**config.mk**
```make
export PLATFORM = sky130hd
export DESIGN_NAME = bin2bcd4_seq
export DESIGN_NICKNAME = d
export VERILOG_FILES = /design/src/rtl/bin2bcd4_seq.sv
export SDC_FILE = /design/constraint.sdc
export NUM_CORES = 1
export LEC_CHECK = 0
export BUFFER_PORTS_ARGS = -buffer_cell sky130_fd_sc_hd__buf_2
export CORE_UTILIZATION = 52
export DETAILED_ROUTE_END_ITERATION = 8
export PLACE_DENSITY = 0.75
export SLEW_MARGIN = 5
export SYNTH_ARGS = -nofsm -noshare
export SYNTH_HDL_FRONTEND = slang
export SYNTH_SLANG_ARGS = --single-unit
```
**constraint.sdc**
```tcl
create_clock -name clk -period 1.8 [get_ports clk]
set_clock_uncertainty 0.2 [all_clocks]
set_input_delay 0.18 -clock clk [delete_from_list [all_inputs] [get_ports clk]]
set_output_delay 0.18 -clock clk [all_outputs]
set_load 0.005 [all_outputs]
```
**src/rtl/bin2bcd4_seq.sv**
```systemverilog
// Iterative 14-bit binary to 4-digit BCD converter (double dabble, one bit per clock).
// Latency: done 14 edges after start accept; start is ignored while busy, and digits/ovf hold between completions.
module bin2bcd4_seq #(
    parameter bit CLAMP = 1'b1
) (
    input  logic        clk,
    input  logic        rst,
    input  logic        start,
    input  logic [13:0] bin,
    output logic        busy,
    output logic        done,
    output logic        ovf,
    output logic [3:0]  num4,
    output logic [3:0]  num3,
    output logic [3:0]  num2,
    output logic [3:0]  num1
);

    typedef enum logic {
        IDLE,
        SHIFT
    } state_t;

    state_t      state_q, state_d;
    logic [13:0] bin_q, bin_d;
    logic [15:0] bcd_q, bcd_d;
    logic [3:0]  tenk_q, tenk_d;
    logic [3:0]  cnt_q, cnt_d;
    logic        done_q, done_d;
    logic        ovf_q, ovf_d;
    logic [15:0] num_q, num_d;
    logic [19:0] adj;
    logic [33:0] shifted;

    function automatic logic [3:0] add3(input logic [3:0] n);
        return (n >= 4'd5) ? n + 4'd3 : n;
    endfunction

    always_comb begin
        state_d = state_q;
        bin_d   = bin_q;
        bcd_d   = bcd_q;
        tenk_d  = tenk_q;
        cnt_d   = cnt_q;
        done_d  = 1'b0;
        ovf_d   = ovf_q;
        num_d   = num_q;

        // The ten-thousands nibble is corrected too, so the low four digits stay exact above 9999.
        adj     = {add3(tenk_q), add3(bcd_q[15:12]), add3(bcd_q[11:8]),
                   add3(bcd_q[7:4]), add3(bcd_q[3:0])};
        shifted = {adj, bin_q} << 1;

        case (state_q)
            IDLE: begin
                if (start) begin
                    bin_d   = bin;
                    bcd_d   = 16'd0;
                    tenk_d  = 4'd0;
                    cnt_d   = 4'd0;
                    state_d = SHIFT;
                end
            end
            SHIFT: begin
                {tenk_d, bcd_d, bin_d} = shifted;
                cnt_d = cnt_q + 4'd1;
                if (cnt_q == 4'd13) begin
                    state_d = IDLE;
                    done_d  = 1'b1;
                    ovf_d   = (shifted[33:30] != 4'd0);
                    num_d   = (CLAMP && ovf_d) ? 16'h9999 : shifted[29:14];
                end
            end
            default: state_d = IDLE;
        endcase
    end

    always_ff @(posedge clk or posedge rst) begin
        if (rst) begin
            state_q <= IDLE;
            bin_q   <= 14'd0;
            bcd_q   <= 16'd0;
            tenk_q  <= 4'd0;
            cnt_q   <= 4'd0;
            done_q  <= 1'b0;
            ovf_q   <= 1'b0;
            num_q   <= 16'd0;
        end else begin
            state_q <= state_d;
            bin_q   <= bin_d;
            bcd_q   <= bcd_d;
            tenk_q  <= tenk_d;
            cnt_q   <= cnt_d;
            done_q  <= done_d;
            ovf_q   <= ovf_d;
            num_q   <= num_d;
        end
    end

    assign busy = (state_q == SHIFT);
    assign done = done_q;
    assign ovf  = ovf_q;
    assign num4 = num_q[15:12];
    assign num3 = num_q[11:8];
    assign num2 = num_q[7:4];
    assign num1 = num_q[3:0];

endmodule

```
# Word-level counts from Yosys, hierarchy flattened
# Index checks and enable logic that the tools add are counted.
# word_totals
wordCells,42
reg_bits,57
out_inout_bits,19
# op_classes
n_bitwise,1
n_mux,18
eq_ne,2
order_cmp,5
n_addsub,6
n_reduce_logical,2
# op_table
operator,n
16-bit 2-to-1 mux,2
16-bit one-hot mux with 2 select lines,1
14-bit one-hot mux with 2 select lines,1
"4-bit by 3-bit greater-or-equal comparator with 1-bit output, second input constant",5
4-bit 2-to-1 mux,5
"4-bit by 2-bit adder with 4-bit output, second input constant",4
4-bit one-hot mux with 2 select lines,2
14-bit 2-to-1 mux,1
"4-bit by 1-bit adder with 4-bit output, second input constant",1
"4-bit equality test, second input constant",1
1-bit 2-to-1 mux,4
4-bit nonzero test,1
"3-bit by 2-bit adder with 3-bit output, second input constant",1
3-bit 2-to-1 mux,1
"2-bit inequality test, second input constant",1
1-bit one-hot mux with 2 select lines,1
2-bit AND reduction,1
1-bit inverter,1

# Depth between registers and ports, before layout
# depth
ltp_word,4
mapped_depth,7
ltp_nobuf,6

# Least setup slack after synthesis
# No wires, ideal clock.
# synth_timing
path_kind,flip-flop to flip-flop
startpoint,register tenk_q[0]
endpoint,register num_q[12]
stages_incl_launch_ff,8
arrival_ps,1543
path_buffers,1
period_less_slack_ps,1902
t_required_ps,1440
slack_ps,-102
setup_ps,160
cell_sequence,dfrtp_1 -> inv_1 -> ha_1 -> nand2b_1 -> a31oi_4 -> and3_1 -> buf_6 -> a41oi_2
# synth_via
elab_chain_len,4
elab_cells_between_ends,5
classes_between,1 x add/sub; 1 x order compare; 2 x mux; 1 x reduce/logical
# synth_rtl
element,line,text
from (decl),27,"logic [3:0] tenk_q, tenk_d;"
from (signal assigned),92,tenk_q <= tenk_d;
4-bit by 3-bit greater-or-equal comparator with 1-bit output or 3-bit by 2-bit adder with 3-bit output (tied branches),36,return (n >= 4'd5) ? n + 4'd3 : n;
3-bit 2-to-1 mux *,36,
4-bit nonzero test *,70,ovf_d = (shifted[33:30] != 4'd0);
16-bit 2-to-1 mux *,71,num_d = (CLAMP && ovf_d) ? 16'h9999 : shifted[29:14];
to (signal assigned),96,num_q <= num_d;
to (decl),31,"logic [15:0] num_q, num_d;"
# Mark *: on every way between the ends. The rest lies on a longest branch, timed or not.
# A chain may end at the register's enable or synchronous reset.

# Worst setup path after layout
# layout_timing
startpoint,register tenk_q[0]
endpoint,register num_q[15]
# The elaborated chain is that of the path after synthesis.

==> flow_results.xml <==
<?xml version="1.0" encoding="UTF-8"?>
<metrics>
  <group name="synth">
    <metric name="synthArstFlopShare" unit="">1.00</metric>
    <metric name="yosysUniqueCellTypes" unit="">35</metric>
    <metric name="post_synth.cell_area_avg" unit="um2">10.3</metric>
    <metric name="netlist_area_before_placement" unit="mm2">0.00302</metric>
    <metric name="post_synth_xor_area_fraction" unit="">0.0203</metric>
    <metric name="syn_inst" unit="">293</metric>
    <metric name="dominantRegCellSynth" unit="">sky130_fd_sc_hd__dfrtp_1</metric>
    <metric name="post_synth_fa_ha_maj_area_fraction" unit="">0.0498</metric>
    <metric name="synth_enable_flop_cells" unit="">0</metric>
    <metric name="synth_top_family_by_area" unit="">simple AND/OR/NAND/NOR gates</metric>
    <metric name="ys_seq_area_frac" unit="">0.473</metric>
    <metric name="ys_ff_latch" unit="">57</metric>
    <metric name="synth-warning-count" unit="">0</metric>
    <metric name="synth.mux.area_fraction" unit="">0.105</metric>
    <metric name="synth_simple_gate_area_frac" unit="">0.154</metric>
    <metric name="share_of_the_synthesized_area_in_compound_gates_ao_oa_aoi_oai" unit="">0.153</metric>
    <metric name="synth.net_count" unit="">322</metric>
  </group>
  <group name="finish">
    <metric name="num-nets-final" unit="">400</metric>
    <metric name="n_antenna_cell" unit="">0</metric>
    <metric name="postLayoutCoreUtil" unit="">0.747</metric>
    <metric name="drive_gt1_frac" unit="">0.375</metric>
    <metric name="fillCellCount" unit="">388</metric>
    <metric name="final-seq-area" unit="mm2">0.00143</metric>
    <metric name="area_added_between_synthesis_and_finish" unit="%">37.2</metric>
    <metric name="multiInputGateArea" unit="mm2">0.00173</metric>
  </group>
  <group name="sta">
    <metric name="clock.fmax" unit="GHz">0.555</metric>
    <metric name="period_minus_slack" unit="ns">1.80</metric>
    <metric name="min_period_over_period" unit="">1.00</metric>
    <metric name="grt_setup_unrepaired" unit="">true</metric>
    <metric name="timing.final.ws_setup" unit="ns">-0.000851</metric>
    <metric name="maxSlewViolCount" unit="">0</metric>
    <metric name="maxSlewHeadroom" unit="">0.738</metric>
    <metric name="worstMarginPinSlew" unit="ns">0.393</metric>
    <metric name="setup-violations-final" unit="">1</metric>
    <metric name="timing_hold_violations_final" unit="">0</metric>
  </group>
  <group name="power">
    <metric name="p_total" unit="W">0.00770</metric>
    <metric name="ir_worst_vdd" unit="mV">0.941</metric>
    <metric name="power.density" unit="mW/mm2">1860</metric>
    <metric name="power_leakage" unit="nW">1.96</metric>
  </group>
  <group name="global_routing">
    <metric name="grt_max_degree" unit="">64</metric>
    <metric name="via_count_of_the_first_global_routing_pass" unit="">2510</metric>
    <metric name="grt_pass1_wl" unit="um">11500</metric>
    <metric name="total_routing_usage_gr" unit="">0.245</metric>
    <metric name="globalRoute.totalOverflow" unit="">0</metric>
    <metric name="grt_antenna_before_repair" unit="">0</metric>
  </group>
  <group name="routing">
    <metric name="drt-initial-drc-count" unit="">180</metric>
    <metric name="route.detailed.drc" unit="">0</metric>
    <metric name="postRouteAntennaNets" unit="">0</metric>
    <metric name="dr_total_vias" unit="">2429</metric>
    <metric name="route.detailed.wl_per_inst" unit="um">15.6</metric>
    <metric name="vias_per_cell" unit="">5.42</metric>
    <metric name="route.final.wire_length" unit="um">6990</metric>
    <metric name="drt-pass1-iter-count" unit="">4</metric>
  </group>
  <group name="setup_path">
    <metric name="critPathRequiredTime" unit="ns">1.85</metric>
    <metric name="cp_top_family" unit="">compound AO/OA/AOI/OAI gates</metric>
    <metric name="worstSetupStartpointType" unit="">flip-flop</metric>
    <metric name="reg2reg_depth" unit="">5</metric>
    <metric name="timing.rr.start" unit="">tenk_q[0]$_DFFE_PP0P_</metric>
    <metric name="cp_slowest_cell" unit="">sky130_fd_sc_hd__dfrtp_1</metric>
    <metric name="critical_path_class" unit="">reg -&gt; reg</metric>
    <metric name="worst-endpoint-arrival" unit="ns">1.85</metric>
    <metric name="worst_setup_path_end_kind" unit="">flip-flop</metric>
    <metric name="ff2ff_setup_slack" unit="ns">-0.0009</metric>
    <metric name="max_fanout_on_critical_path" unit="">9</metric>
    <metric name="worst-path-buf-inv" unit="">0</metric>
    <metric name="r2r_end" unit="">num_q[15]$_DFFE_PP0P_</metric>
    <metric name="critical_path.cell_chain" unit="">ha_2 -&gt; nand2b_1 -&gt; a211o_1 -&gt; and3_4 -&gt; a31oi_4</metric>
    <metric name="critical-path-max-stage-delay" unit="ns">0.41</metric>
  </group>
  <group name="placed_design">
    <metric name="placement.io_buffers" unit="">35</metric>
    <metric name="gp_routability_congestion" unit="">0.766</metric>
    <metric name="detailedPlacementHpwl" unit="um">4060</metric>
  </group>
  <group name="worst_hold_path">
    <metric name="min_delay_path_depth" unit="">2</metric>
    <metric name="min_path_type" unit="">in -&gt; reg</metric>
    <metric name="hold_end" unit="">cnt_q[1]$_DFFE_PP0P_</metric>
    <metric name="worstHoldStart" unit="">start</metric>
  </group>
  <group name="cts">
    <metric name="numCtsBuffers" unit="">9</metric>
    <metric name="clock_tree.root_cell" unit="">sky130_fd_sc_hd__clkbuf_8</metric>
    <metric name="numClockSinks" unit="">57</metric>
    <metric name="clock_tree.buffer_depth" unit="">2</metric>
    <metric name="cts_htree_levels" unit="">3</metric>
    <metric name="cts_tree" unit="">built</metric>
    <metric name="path_clk_slew" unit="ns">0.06</metric>
    <metric name="clock_latency" unit="ns">0.33</metric>
  </group>
  <group name="job">
    <metric name="max_cap_violations" unit="">0</metric>
  </group>
  <group name="floorplan">
    <metric name="io-pin-count" unit="">36</metric>
    <metric name="design.core.area" unit="mm2">0.00554</metric>
    <metric name="dieHeight" unit="um">78.2</metric>
    <metric name="die-area" unit="mm2">0.00611</metric>
    <metric name="rows" unit="">27</metric>
    <metric name="chipWidth" unit="um">78.2</metric>
    <metric name="initial_utilization" unit="">0.544</metric>
  </group>
  <group name="status">
    <metric name="violated_checks" unit="">negative setup slack</metric>
    <metric name="outcome" unit="">complete, but fails checks</metric>
  </group>
</metrics>
[synthesized netlist by cell type, drive strengths merged, types with 2 or more instances]
cell type,n,area (um2)
a211o,2,17.5
a21o,4,30.0
a21oi,10,50.1
a31oi,7,58.8
a41oi,3,48.8
buf,8,51.3
clkbuf,9,33.8
dfrtp,57,1430
ha,12,150
inv,13,48.8
mux2,5,56.3
mux2i,26,260
nand2,32,120
nand2b,27,169
nand3,2,22.5
nor2,19,71.3
nor3,2,10.0
nor3b,6,45.0
o21ai,26,130
o31ai,2,15.0
o41ai,8,92.6
xnor2,6,52.6
[logic make-up (layout without fill, tap and decap cells)]
logic type      Yosys count  count (layout)
compound gates           64              65
xor+xnor                  7               7
simple gates             92              92
buf+inv                  30             112
flops                    57              57
fa+ha+maj                12              12
mux                      31              31
[cells in the final DEF (no fill, tap or decap), drive strengths merged]
cell type and n:
clkinv 2, nand3b 1, buf 68, inv 12, nor3 2, o41ai 8, a31oi 7, clkinvlp 1
ha 12, clkbuf 14, o21ai 26, nor2 19, o31ai 2, mux2 5, xnor2 6, a211o 2
nand3 2, o21ba 1, dfrtp 57, and3 1, or2b 1, a21o 5, nor3b 6, xor2 1
a41oi 3, dlygate4sd3 15, mux2i 26, a21oi 10, nand4 1, nand2b 27, nand2 32, a22o 1
[what timing repair did]
action | 4_1_cts | 5_1_grt
endpoints found under the hold margin | 71 | 0
pin swaps | 6 | 8
hold buffers | 15 | 0
gates resized for setup | 31 | 22
gates cloned | 1 | 0
setup buffers | 5 | 3
setup endpoints to repair | 18 | 20
[how the worst max path moves through the flow]
stage	start	endpoint	slack, ns	cells past startpoint
finish	tenk_q[0]$_DFFE_PP0P_	num_q[15]$_DFFE_PP0P_	-0.0009	5
global route	tenk_q[0]$_DFFE_PP0P_	num_q[1]$_DFFE_PP0P_	-0.11	6
CTS	bcd_q[9]$_DFFE_PP0P_	num_q[10]$_DFFE_PP0P_	-0.03	6
detailed placement	bcd_q[12]$_DFFE_PP0P_	num_q[2]$_DFFE_PP0P_	-0.12	5
global placement	bcd_q[12]$_DFFE_PP0P_	num_q[2]$_DFFE_PP0P_	-0.04	5
floorplan	tenk_q[0]$_DFFE_PP0P_	num_q[0]$_DFFE_PP0P_	-0.01	7
[stage by stage]
| step | cell area [um2] | std cells | worst slack, ns | hold WS [ns] | TNS [ns] |
|---|---|---|---|---|---|
| floorplan | 3050 | 293 | -0.0146 | 0.136 | -0.175 |
| global placement | 3470 | 408 | -0.0355 | 0.0600 | -0.202 |
| detailed placement | 3470 | 408 | -0.124 | 0.0585 | -1.12 |
| CTS | 4010 | 445 | -0.0262 | 0.0650 | -0.0347 |
| global route | 4140 | 448 | -0.105 | 0.0836 | -0.784 |
| finish | 4140 | 448 | -0.000851 | 0.0635 | -0.000851 |
[sequential cells by signal (all words and copies together), names as in the netlist]
name,cells
bcd_q,16
num_q,16
bin_q,14
cnt_q,4
tenk_q,4
busy,1
done,1
ovf,1
[power by group]
part | switching, W | internal [W]
Sequential | 0.000485 | 0.00182
Combinational | 0.00212 | 0.00212
Clock | 0.000513 | 0.000646
[cell type report]
cell class	count	share of cell area
Inverter	13	0.0127
Sequential cell	57	0.345
Timing Repair Buffer	83	0.157
Clock inverter	2	0.00242
Tap cell	72	0.0218
Multi-Input combinational cell	207	0.417
Clock buffer	14	0.0441
[routing by layer]
| layer | GRT usage | part of all wire | up-vias |
|---|---|---|---|
| met5 | 0 | 0 | - |
| met3 | 0.0360 | 0.025 | 18 |
| met2 | 0.411 | 0.48 | 46 |
| met1 | 0.309 | 0.46 | 1190 |
| met4 | 0.124 | 0.028 | 0 |
| li1 | - | - | 1175 |
(Power assumes the default switching activity.)
